File: src/rtl/sr_dr_csr_regs_pkg.sv
// Shared constants for the console switch/display register block:
// default iopage offsets, CSR bit positions and the debounce saturation helper.
package sr_pkg;

  localparam logic [12:0] SR_ADDR_DEF  = 13'o17570;
  localparam logic [12:0] CSR_ADDR_DEF = 13'o17572;

  localparam int CSR_CHG = 15;
  localparam int CSR_IE  = 6;

  // Saturation value of a debounce counter that is 'bits' wide.
  function automatic logic [63:0] db_all_ones(input int bits);
    return (64'd1 << bits) - 64'd1;
  endfunction

endpackage

File: src/rtl/sr_dr_csr_regs_if.sv
// Iopage bus slice seen by the switch/display registers: address, strobes,
// write data, and the read data / decode returned to the iopage read mux.
interface sr_dr_csr_regs_if;

  logic [12:0] iopage_addr;
  logic [15:0] data_in;
  logic        iopage_rd;
  logic        iopage_wr;
  logic        iopage_byte_op;
  logic [15:0] data_out;
  logic        decode;

  modport master (
    output iopage_addr, data_in, iopage_rd, iopage_wr, iopage_byte_op,
    input  data_out, decode
  );

  modport slave (
    input  iopage_addr, data_in, iopage_rd, iopage_wr, iopage_byte_op,
    output data_out, decode
  );

endinterface

File: src/rtl/sr_dr_csr_regs_debounce.sv
// Switch synchroniser plus whole-word debouncer: a word is accepted only after
// it has been stable for 2^DB_BITS clocks; chg_pulse marks the accepting edge.
module sr_debounce
  import sr_pkg::*;
#(
  parameter int SYNC_STAGES = 2,
  parameter int DB_BITS     = 16
) (
  input  logic        clk,
  input  logic        reset,
  input  logic [15:0] raw,
  output logic [15:0] db,
  output logic        chg_pulse
);

  localparam logic [DB_BITS-1:0] CNT_MAX = DB_BITS'(db_all_ones(DB_BITS));

  logic [15:0]        sync_r [SYNC_STAGES];
  logic [15:0]        cand_r;
  logic [DB_BITS-1:0] cnt_r;
  logic [15:0]        sw_db_r;
  logic [15:0]        s_s;

  assign s_s = sync_r[SYNC_STAGES-1];
  assign db  = sw_db_r;

  // Accept the candidate on the edge where its qualification time has elapsed.
  always_comb begin
    chg_pulse = 1'b0;
    if ((s_s == cand_r) && (cnt_r == CNT_MAX) && (cand_r != sw_db_r)) begin
      chg_pulse = 1'b1;
    end else begin
      chg_pulse = 1'b0;
    end
  end

  // Synchroniser chain, candidate tracking and saturating stability counter.
  always_ff @(posedge clk) begin
    if (!reset) begin
      for (int i = 0; i < SYNC_STAGES; i++) begin
        sync_r[i] <= 16'h0000;
      end
      cand_r  <= 16'h0000;
      cnt_r   <= '0;
      sw_db_r <= 16'h0000;
    end else begin
      sync_r[0] <= raw;
      for (int i = 1; i < SYNC_STAGES; i++) begin
        sync_r[i] <= sync_r[i-1];
      end
      if (s_s != cand_r) begin
        cand_r <= s_s;
        cnt_r  <= '0;
      end else if (cnt_r != CNT_MAX) begin
        cnt_r <= cnt_r + DB_BITS'(1);
      end else if (chg_pulse) begin
        sw_db_r <= cand_r;
      end else begin
        sw_db_r <= sw_db_r;
      end
    end
  end

endmodule

File: src/rtl/sr_dr_csr_regs.sv
// Console switch register (read) / display register (write) at SR_ADDR, plus a
// CSR at CSR_ADDR with a sticky switch-change flag and a level interrupt.
module sr_dr_csr_regs
  import sr_pkg::*;
#(
  parameter logic [12:0] SR_ADDR     = SR_ADDR_DEF,
  parameter logic [12:0] CSR_ADDR    = CSR_ADDR_DEF,
  parameter int          SYNC_STAGES = 2,
  parameter int          DB_BITS     = 16
) (
  input  logic                 clk,
  input  logic                 reset,
  sr_dr_csr_regs_if.slave      bus,
  input  logic [15:0]          switches,
  output logic [15:0]          display,
  output logic                 irq
);

  logic [15:0] sw_db_s;
  logic        chg_pulse_s;
  logic        sr_hit_s;
  logic        csr_hit_s;
  logic        lo_we_s;
  logic        hi_we_s;
  logic        sr_wr_s;
  logic        csr_wr_s;
  logic [15:0] display_r;
  logic        chg_r;
  logic        ie_r;
  logic        unused_s;

  sr_debounce #(
    .SYNC_STAGES (SYNC_STAGES),
    .DB_BITS     (DB_BITS)
  ) u_debounce (
    .clk       (clk),
    .reset     (reset),
    .raw       (switches),
    .db        (sw_db_s),
    .chg_pulse (chg_pulse_s)
  );

  // Reads are side-effect free, so the read strobe carries no information here.
  assign unused_s = bus.iopage_rd;

  assign sr_hit_s   = (bus.iopage_addr[12:1] == SR_ADDR[12:1]);
  assign csr_hit_s  = (bus.iopage_addr[12:1] == CSR_ADDR[12:1]);
  assign bus.decode = sr_hit_s | csr_hit_s;

  assign lo_we_s  = !bus.iopage_byte_op || !bus.iopage_addr[0];
  assign hi_we_s  = !bus.iopage_byte_op ||  bus.iopage_addr[0];
  assign sr_wr_s  = bus.iopage_wr && sr_hit_s;
  assign csr_wr_s = bus.iopage_wr && csr_hit_s;

  assign display = display_r;
  assign irq     = chg_r & ie_r;

  // Read mux: switch word, CSR image, or zero when not addressed.
  always_comb begin
    bus.data_out = 16'h0000;
    if (sr_hit_s) begin
      bus.data_out = sw_db_s;
    end else if (csr_hit_s) begin
      bus.data_out = {chg_r, 8'h00, ie_r, 6'b000000};
    end else begin
      bus.data_out = 16'h0000;
    end
  end

  // Display register with byte-lane writes.
  always_ff @(posedge clk) begin
    if (!reset) begin
      display_r <= 16'h0000;
    end else if (sr_wr_s) begin
      if (lo_we_s) begin
        display_r[7:0] <= bus.data_in[7:0];
      end else begin
        display_r[7:0] <= display_r[7:0];
      end
      if (hi_we_s) begin
        display_r[15:8] <= bus.data_in[15:8];
      end else begin
        display_r[15:8] <= display_r[15:8];
      end
    end else begin
      display_r <= display_r;
    end
  end

  // CSR: IE is plain read/write; CHG is set by the debouncer (which beats a
  // simultaneous clear) and cleared by writing 1 to its bit.
  always_ff @(posedge clk) begin
    if (!reset) begin
      chg_r <= 1'b0;
      ie_r  <= 1'b0;
    end else begin
      if (chg_pulse_s) begin
        chg_r <= 1'b1;
      end else if (csr_wr_s && hi_we_s && bus.data_in[CSR_CHG]) begin
        chg_r <= 1'b0;
      end else begin
        chg_r <= chg_r;
      end
      if (csr_wr_s && lo_we_s) begin
        ie_r <= bus.data_in[CSR_IE];
      end else begin
        ie_r <= ie_r;
      end
    end
  end

endmodule
File: src/flat_wrapper.sv
// flat-port wrapper written by rule: the top's interface ports become plain ports
module sr_dr_csr_regs_flat import sr_pkg::*;
#(
  parameter logic [12:0] SR_ADDR     = SR_ADDR_DEF,
  parameter logic [12:0] CSR_ADDR    = CSR_ADDR_DEF,
  parameter int          SYNC_STAGES = 2,
  parameter int          DB_BITS     = 16
)
  (clk, reset, switches, display, irq, bus_iopage_addr, bus_data_in, bus_iopage_rd, bus_iopage_wr, bus_iopage_byte_op, bus_data_out, bus_decode);
  sr_dr_csr_regs_if bus_i ();
  input  logic clk;
  input  logic reset;
  input  logic [15:0] switches;
  output logic [15:0] display;
  output logic irq;
  input wire logic [$bits(bus_i.iopage_addr)-1:0] bus_iopage_addr;
  input wire logic [$bits(bus_i.data_in)-1:0] bus_data_in;
  input wire logic [$bits(bus_i.iopage_rd)-1:0] bus_iopage_rd;
  input wire logic [$bits(bus_i.iopage_wr)-1:0] bus_iopage_wr;
  input wire logic [$bits(bus_i.iopage_byte_op)-1:0] bus_iopage_byte_op;
  output wire logic [$bits(bus_i.data_out)-1:0] bus_data_out;
  output wire logic [$bits(bus_i.decode)-1:0] bus_decode;
  assign bus_i.iopage_addr = bus_iopage_addr;
  assign bus_i.data_in = bus_data_in;
  assign bus_i.iopage_rd = bus_iopage_rd;
  assign bus_i.iopage_wr = bus_iopage_wr;
  assign bus_i.iopage_byte_op = bus_iopage_byte_op;
  assign bus_data_out = bus_i.data_out;
  assign bus_decode = bus_i.decode;
  sr_dr_csr_regs #(.SR_ADDR(SR_ADDR), .CSR_ADDR(CSR_ADDR), .SYNC_STAGES(SYNC_STAGES), .DB_BITS(DB_BITS)) u_core (.clk(clk), .reset(reset), .bus(bus_i), .switches(switches), .display(display), .irq(irq));
endmodule
File: config.mk
export PLATFORM = sky130hd
export DESIGN_NAME = sr_dr_csr_regs_flat
export DESIGN_NICKNAME = d
export VERILOG_FILES = /design/src/rtl/sr_dr_csr_regs_pkg.sv /design/src/rtl/sr_dr_csr_regs_if.sv /design/src/rtl/sr_dr_csr_regs_debounce.sv /design/src/rtl/sr_dr_csr_regs.sv /design/src/flat_wrapper.sv
export SDC_FILE = /design/constraint.sdc
export NUM_CORES = 1
export LEC_CHECK = 0
export BUFFER_PORTS_ARGS = -buffer_cell sky130_fd_sc_hd__buf_2
export CORE_MARGIN = 2
export CORE_UTILIZATION = 55
export CTS_CLUSTER_SIZE = 40
export DETAILED_ROUTE_END_ITERATION = 8
export PLACE_DENSITY = 0.83
export SETUP_SLACK_MARGIN = 0.1
export SYNTH_ARGS = -nofsm -noshare
export SYNTH_HDL_FRONTEND = slang
export SYNTH_SLANG_ARGS = --single-unit
File: constraint.sdc
create_clock -name clk -period 2.9 [get_ports clk]
set_clock_uncertainty 0.05 [all_clocks]
set_input_delay 0 -clock clk [delete_from_list [all_inputs] [get_ports clk]]
set_output_delay 0 -clock clk [all_outputs]
set_load 0.05 [all_outputs]
==> results.json, run 1 <==
{
  "syn_inst": 396,
  "clock_latency_ns": 0.36,
  "p_int_mw": 1.896,
  "yosysUniqueCellTypes": 33,
  "crit_arrival_ns": 2.36,
  "clockRootBuffer": "clkbuf_8",
  "worstHoldPathCells": 4,
  "seqPwrFrac_pct": 56.5,
  "top_usage_layer": "met2",
  "grt_max_degree": 47,
  "max_freq_ghz": 0.4728,
  "place_area_um2": 4349,
  "final_nets": 558,
  "numClockSinks": 98,
  "antenna_cells": 0,
  "ctsResizeCount": 0,
  "first_iter_violations": 91,
  "mostFrequentLayoutCells": "dfxtp_1, buf_2, and2_1",
  "min_to": "u_core.chg_r",
  "design_area_um2": 4887,
  "num_vias": 3009,
  "antenna_found_initial": 0,
  "synth_area_leader_cell": "dfxtp_1",
  "async_flop_share_pct": 0,
  "cts_buffer_depth": 2,
  "worstSetupPathType": "reg -> reg",
  "p_clk_share_pct": 37.2,
  "ant_nets": 0,
  "grt_pass1_wl_mm": 12.69,
  "irDropWorstVdd_uv": 538.3,
  "gp_congestion": 0.7930,
  "yosys_warnings": 0,
  "synth.area.top_cells": "dfxtp_1, and2_1, mux2i_1",
  "cellPowerDensity_nw_per_um2": 502.4,
  "reg2reg_depth": 6,
  "p_leak_nw": 2.075,
  "pin_count": 84,
  "max-cap-violations": 0,
  "hold_viol": 0,
  "synth.avg_cell_area_um2": 9.826,
  "crit_fanout": 16,
  "end_kind": "flop",
  "synth_edf_count": 0,
  "finalSetupTns_ns": 0,
  "crit_chain": "and4_1 -> nand4_2 -> nor2_2 -> and3_1 -> buf_4 -> mux2i_1",
  "worst_pin_slew_ns": 0.7694,
  "min_path_type": "in -> reg",
  "rsz0062_at_grt": "false",
  "post_drt_wl_per_cell_um": 12.90,
  "ys_ff_latch": 98,
  "dr.pass1.iters": 4,
  "syn-cell-area_um2": 3891,
  "status": "complete, no violations",
  "switchingPower_mw": 0.5594,
  "syn2layout_area_growth_pct": 25.59,
  "hold_start": "bus_iopage_wr",
  "layout_commonest_cell": "dfxtp_1",
  "synth_seq_area_share_pct": 50.42,
  "htree_levels": 3,
  "wl_mm": 7.833,
  "die_h_um": 88.11,
  "route.detailed.drc": 0,
  "num-fill-cells": 482,
  "slowest_delay_ns": 0.40,
  "use_met1_pct": 25.86,
  "setup_viol_count_final": 0,
  "clk_pin_slew_ns": 0.09,
  "cts_tree": "yes",
  "cp-startpoint": "u_core.u_debounce.cnt_r[6]",
  "start_util_pct": 56.96,
  "report.final.slew_viol_count": 0,
  "total_power_mw": 2.455,
  "synth_top_area_share_pct": 50.42,
  "dpl.hpwl_mm": 5.168,
  "critPathLaunchType": "flop",
  "timing.final.crit_period_ns": 2.115,
  "relSlewSlack_pct": 48.60,
  "regToRegSetupSlack_ns": 0.78,
  "cts_buffers": 9,
  "pwr-share-comb_pct": 6.3,
  "synth-main-ff-cell": "dfxtp_1",
  "crit-reg2reg-launch": "u_core.u_debounce.cnt_r[6]",
  "cpMaxStageDelayCell": "dfxtp_1",
  "reg2reg_to": "u_core.u_debounce.db[2]",
  "grt.total_usage_pct": 21.40,
  "layout-drive-gt1-share_pct": 20.74,
  "critPathRequiredTime_ns": 3.14,
  "met3_usage_pct": 4.053,
  "swShare_pct": 22.79,
  "viasPerCell": 4.957,
  "fp.dieW_um": 88.11,
  "rows": 30,
  "met2_usage_pct": 37.05,
  "port_buffers": 82,
  "syn-num-nets": 447,
  "core_um2": 6832,
  "dieArea_um2": 7763,
  "grt.overflow.total": 0,
  "grt_pass1_vias": 2940,
  "min_period_over_period_pct": 72.94
}
per-layer routing:
metal,share of wire [%],vias up
li1,-,1535
met1,44,1385
met2,49,76
met3,4.8,13
met4,2.1,0
met5,0,-
final cells by class:
type	count	area (um2)	share of cell area, %
clock inverters	5	70.07	1.434
inverters	1	3.754	0.07680
well taps	96	120.1	2.458
repair buffers	118	763.2	15.62
flip-flops and latches	98	1962	40.14
multi-input cells	279	1831	37.46
clock buffers	10	137.6	2.816
how the worst max path moves through the flow:
stage,endpoint,slack [ns],cells after the start
after floorplan,u_core.ie_r,0.78,5
after global placement,u_core.u_debounce.db[7],0.93,6
after detailed placement,u_core.u_debounce.db[0],0.82,6
after CTS,u_core.u_debounce.db[0],0.80,6
after global routing,u_core.u_debounce.db[9],0.57,6
final,u_core.u_debounce.db[2],0.78,6
kinds of logic (layout without fill, tap and decap cells):
group	after synthesis	count (layout)	share of synthesized area [%]
compound gates	25	25	3.955
xor+xnor	44	44	9.904
fa+ha+maj	1	1	0.3215
buf+inv	19	134	2.540
flops	98	98	50.42
mux	28	28	7.203
simple gates	181	181	25.66
sequential cells by signal, indices dropped and copies added (netlist names):
signal                    flops
u_core.ie_r                   1
u_core.u_debounce.cnt_r      16
u_core.display               16
u_core.chg_r                  1
u_core.u_debounce.sync_r     32
u_core.u_debounce.db         16
u_core.u_debounce.cand_r     16
through the flow:
stage                     instances  util (%)  hold WS, ns  setup WS, ns
after global placement          559     63.66       0.1562        0.9299
after CTS                       607     71.54      0.02212        0.7986
final                           607     71.54      0.03267        0.7848
after global routing            607     71.54      0.01982        0.5679
after floorplan                 396         -      0.07729        0.7812
after detailed placement        559     63.66       0.1581        0.8172
cells in the mapped netlist, drive strengths merged (8+ instances only):
master	number
nand3	14
a21oi	13
dfxtp	98
clkbuf	15
nor2	23
nor4	8
nand2	48
and2	66
xor2	27
mux2i	28
xnor2	17
critical path: cells and delay by family, from the launching register on:
| family | cells | cell delay (ns) |
|---|---|---|
| buffers and inverters | 1 | 0.28 |
| multiplexers | 1 | 0.24 |
| flip-flops | 1 | 0.40 |
| AND/OR/NAND/NOR | 4 | 1.07 |
repair_timing:
item | 4_1_cts | 5_1_grt
hold buffers | 33 | 0
endpoints found under the hold margin | 33 | 0
setup buffers | 0 | 0
power by group through the flow:
stage / logic (mW) / registers, mW / clock network [mW]
3_3_place_gp: 0.114 / 1.42 / 0
4_1_cts: 0.152 / 1.39 / 0.928
6_report: 0.155 / 1.39 / 0.912
2_1_floorplan: 0.0730 / 1.41 / 0
3_5_place_dp: 0.118 / 1.42 / 0
5_1_grt: 0.169 / 1.39 / 0.984
No activity file was read; power rests on OpenSTA's default activity.
==> run 2: changes to the inputs <==
- ABC_AREA: default -> 1
- PLACE_DENSITY: 0.83 -> 0.81
- clock period: 2.9 -> 2.05 ns (I/O delays scaled with it)
==> results.json, run 2 <==
{
  "crit_arrival_ns": 2.08,
  "seq_area_um2": 1963,
  "synth_seq_area_share_pct": 45.19,
  "critPathRequiredTime_ns": 2.32,
  "synth.avg_cell_area_um2": 6.784,
  "yosys_warnings": 0,
  "syn_inst": 640,
  "p_leak_nw": 2.727,
  "mostFrequentLayoutCells": "nand2_1, inv_1, dfxtp_1",
  "synth_edf_count": 0,
  "cts_buffer_depth": 2,
  "cellPowerDensity_nw_per_um2": 650.9,
  "synth_common_cells": "nand2_1, inv_1, dfxtp_1",
  "largest-register": "u_core.u_debounce.sync_r",
  "grt.overflow.total": 0,
  "cts_buffers": 9,
  "whs_ns": 0.02991,
  "die_h_um": 92.85,
  "end_kind": "flop",
  "placed_cells": 815,
  "critPathLaunchType": "flop",
  "ant_nets": 0,
  "clock_latency_ns": 0.37,
  "syn2layout_area_growth_pct": 27.15,
  "grt.total_usage_pct": 23.10,
  "core_um2": 7687,
  "critPathBufInv": 1,
  "clockRootBuffer": "clkbuf_8",
  "cts_tree": "yes",
  "viasPerCell": 4.828,
  "ys_ff_latch": 98,
  "gp_congestion": 0.8374,
  "final_nets": 822,
  "grt_pass1_vias": 3860,
  "dpl.hpwl_mm": 6.476,
  "design_area_um2": 5520,
  "min_to": "u_core.ie_r",
  "synth_area_leader_cell": "dfxtp_1",
  "layout_commonest_cell": "nand2_1",
  "worst_pin_slew_ns": 0.4762,
  "antenna_cells": 0,
  "relSlewSlack_pct": 68.14,
  "syn-cell-area_um2": 4342,
  "num_vias": 4239,
  "clk_pin_slew_ns": 0.09,
  "antenna_found_initial": 0,
  "synth_most_common_cell": "nand2_1",
  "route.detailed.drc": 0,
  "port_buffers": 82,
  "place_area_um2": 4846,
  "min_path_type": "in -> reg",
  "finalSetupTns_ns": 0,
  "post_drt_wl_per_cell_um": 11.33,
  "status": "complete, no violations",
  "start_util_pct": 56.48,
  "fin_cells": 878,
  "worstHoldPathCells": 6,
  "dr.pass1.iters": 5,
  "synth.area.top_cells": "dfxtp_1, nand2_1, inv_1",
  "reg2reg_depth": 11,
  "max_freq_ghz": 0.5527,
  "htree_levels": 3,
  "multi_input_area_um2": 1866,
  "slowest_delay_ns": 0.39,
  "pin_count": 84,
  "cp_top_family": "simple AND/OR/NAND/NOR gates",
  "irDropWorstVdd_uv": 459.4,
  "dieArea_um2": 8620,
  "layout-drive-gt1-share_pct": 18.94,
  "synth-main-ff-cell": "dfxtp_1",
  "yosysUniqueCellTypes": 35,
  "largest_reg_flops": 32,
  "grt_pass1_wl_mm": 16.15,
  "async_flop_share_pct": 0,
  "crit-reg2reg-launch": "u_core.u_debounce.cnt_r[1]",
  "reg2reg_to": "u_core.u_debounce.db[6]",
  "max-cap-violations": 0,
  "critPathMostFrequentCell": "nor2_4",
  "rsz0062_at_grt": "false",
  "wl_mm": 9.950,
  "min_period_over_period_pct": 88.26,
  "first_iter_violations": 243,
  "num-fill-cells": 608,
  "regToRegSetupSlack_ns": 0.24,
  "worstSetupPathType": "reg -> reg",
  "timing.final.crit_period_ns": 1.809,
  "grt_max_degree": 29,
  "numClockSinks": 98,
  "setup_viol_count_final": 0,
  "report.final.slew_viol_count": 0,
  "syn-num-nets": 691,
  "cpMaxStageDelayCell": "dfxtp_1",
  "total_power_mw": 3.593,
  "crit_fanout": 18,
  "crit_chain": "ha_4 -> nand3_2 -> nor2_4 -> nand2_2 -> nor2_4 -> nand2_4 -> clkinv_4 -> nand2_8 -> nor2_4 -> nor2_1 -> nor2_2",
  "rows": 32,
  "hold_viol": 0,
  "fp.dieW_um": 92.85,
  "synth_top_area_share_pct": 45.19,
  "hold_start": "bus_iopage_byte_op"
}
==> run 2: through the flow <==
step	setup slack [ns]	utilization [%]
after CTS	0.1585	70.90
after global placement	0.2585	63.04
final	0.2406	71.81
after floorplan	-0.02294	-
after detailed placement	0.1707	63.04
after global routing	0.09990	71.81
==> run 2: report_power, final <==
part / switching, mW / internal (mW) / leakage [nW]
combinational: 0.180 / 0.164 / 1.83
clock: 0.681 / 0.604 / 0.0962
sequential: 0.0221 / 1.94 / 0.798
total: 0.884 / 2.71 / 2.73
==> run 2: worst max path at each step <==
stage | endpoint | cells past startpoint | start
finish | u_core.u_debounce.db[6] | 11 | u_core.u_debounce.cnt_r[1]
detailed placement | u_core.u_debounce.db[10] | 11 | u_core.u_debounce.cnt_r[0]
CTS | u_core.u_debounce.db[15] | 11 | u_core.u_debounce.cnt_r[0]
floorplan | bus_data_out[15] | 7 | bus_iopage_addr[2]
global route | u_core.u_debounce.db[10] | 11 | u_core.u_debounce.cnt_r[1]
global placement | u_core.u_debounce.db[5] | 11 | u_core.u_debounce.cnt_r[0]
==> run 2: layout make-up <==
type / instances / share of cell area, %
Clock buffer: 11 / 2.561
Clock inverter: 5 / 1.133
Tap cell: 102 / 2.312
Timing Repair Buffer: 134 / 16.32
Sequential cell: 98 / 35.56
Multi-Input combinational cell: 407 / 33.79
Inverter: 121 / 8.318
==> run 2: cells by family after synthesis <==
group                      Yosys count  share of synthesized area, %
AOI/OAI and AO/OA                   73                         8.617
adders and majority gates            1                        0.2881
buffers and inverters              136                         12.39
xor gates and xnor gates             8                         1.614
DFF                                 98                         45.19
and+or+nand+nor                    324                         31.90
==> run 2: worst reg2reg max path, stage by stage (launching register included) <==
cell	delay, ns
dfxtp_1	0.39
ha_4	0.17
nand3_2	0.09
nor2_4	0.12
nand2_2	0.09
nor2_4	0.12
nand2_4	0.08
clkinv_4	0.10
nand2_8	0.13
nor2_4	0.26
nor2_1	0.09
nor2_2	0.07
==> run 2: layer usage <==
metal | wire, um | part of all wire [%] | track usage, % | vias to the layer above
met2 | 4879 | 49 | 41.49 | 130
met3 | 534 | 5.4 | 4.068 | 15
met5 | 0 | 0 | 0 | -
met4 | 141 | 1.4 | 9.191 | 0
li1 | - | - | - | 2184
met1 | 4394 | 44 | 27.17 | 1910
==> run 2: repair_timing <==
item / CTS / global route
gates resized for setup: 0 / 3
hold buffers: 40 / 0
hold endpoints to repair: 33 / 0
setup buffers: 0 / 6
endpoints found under the setup margin: 0 / 25
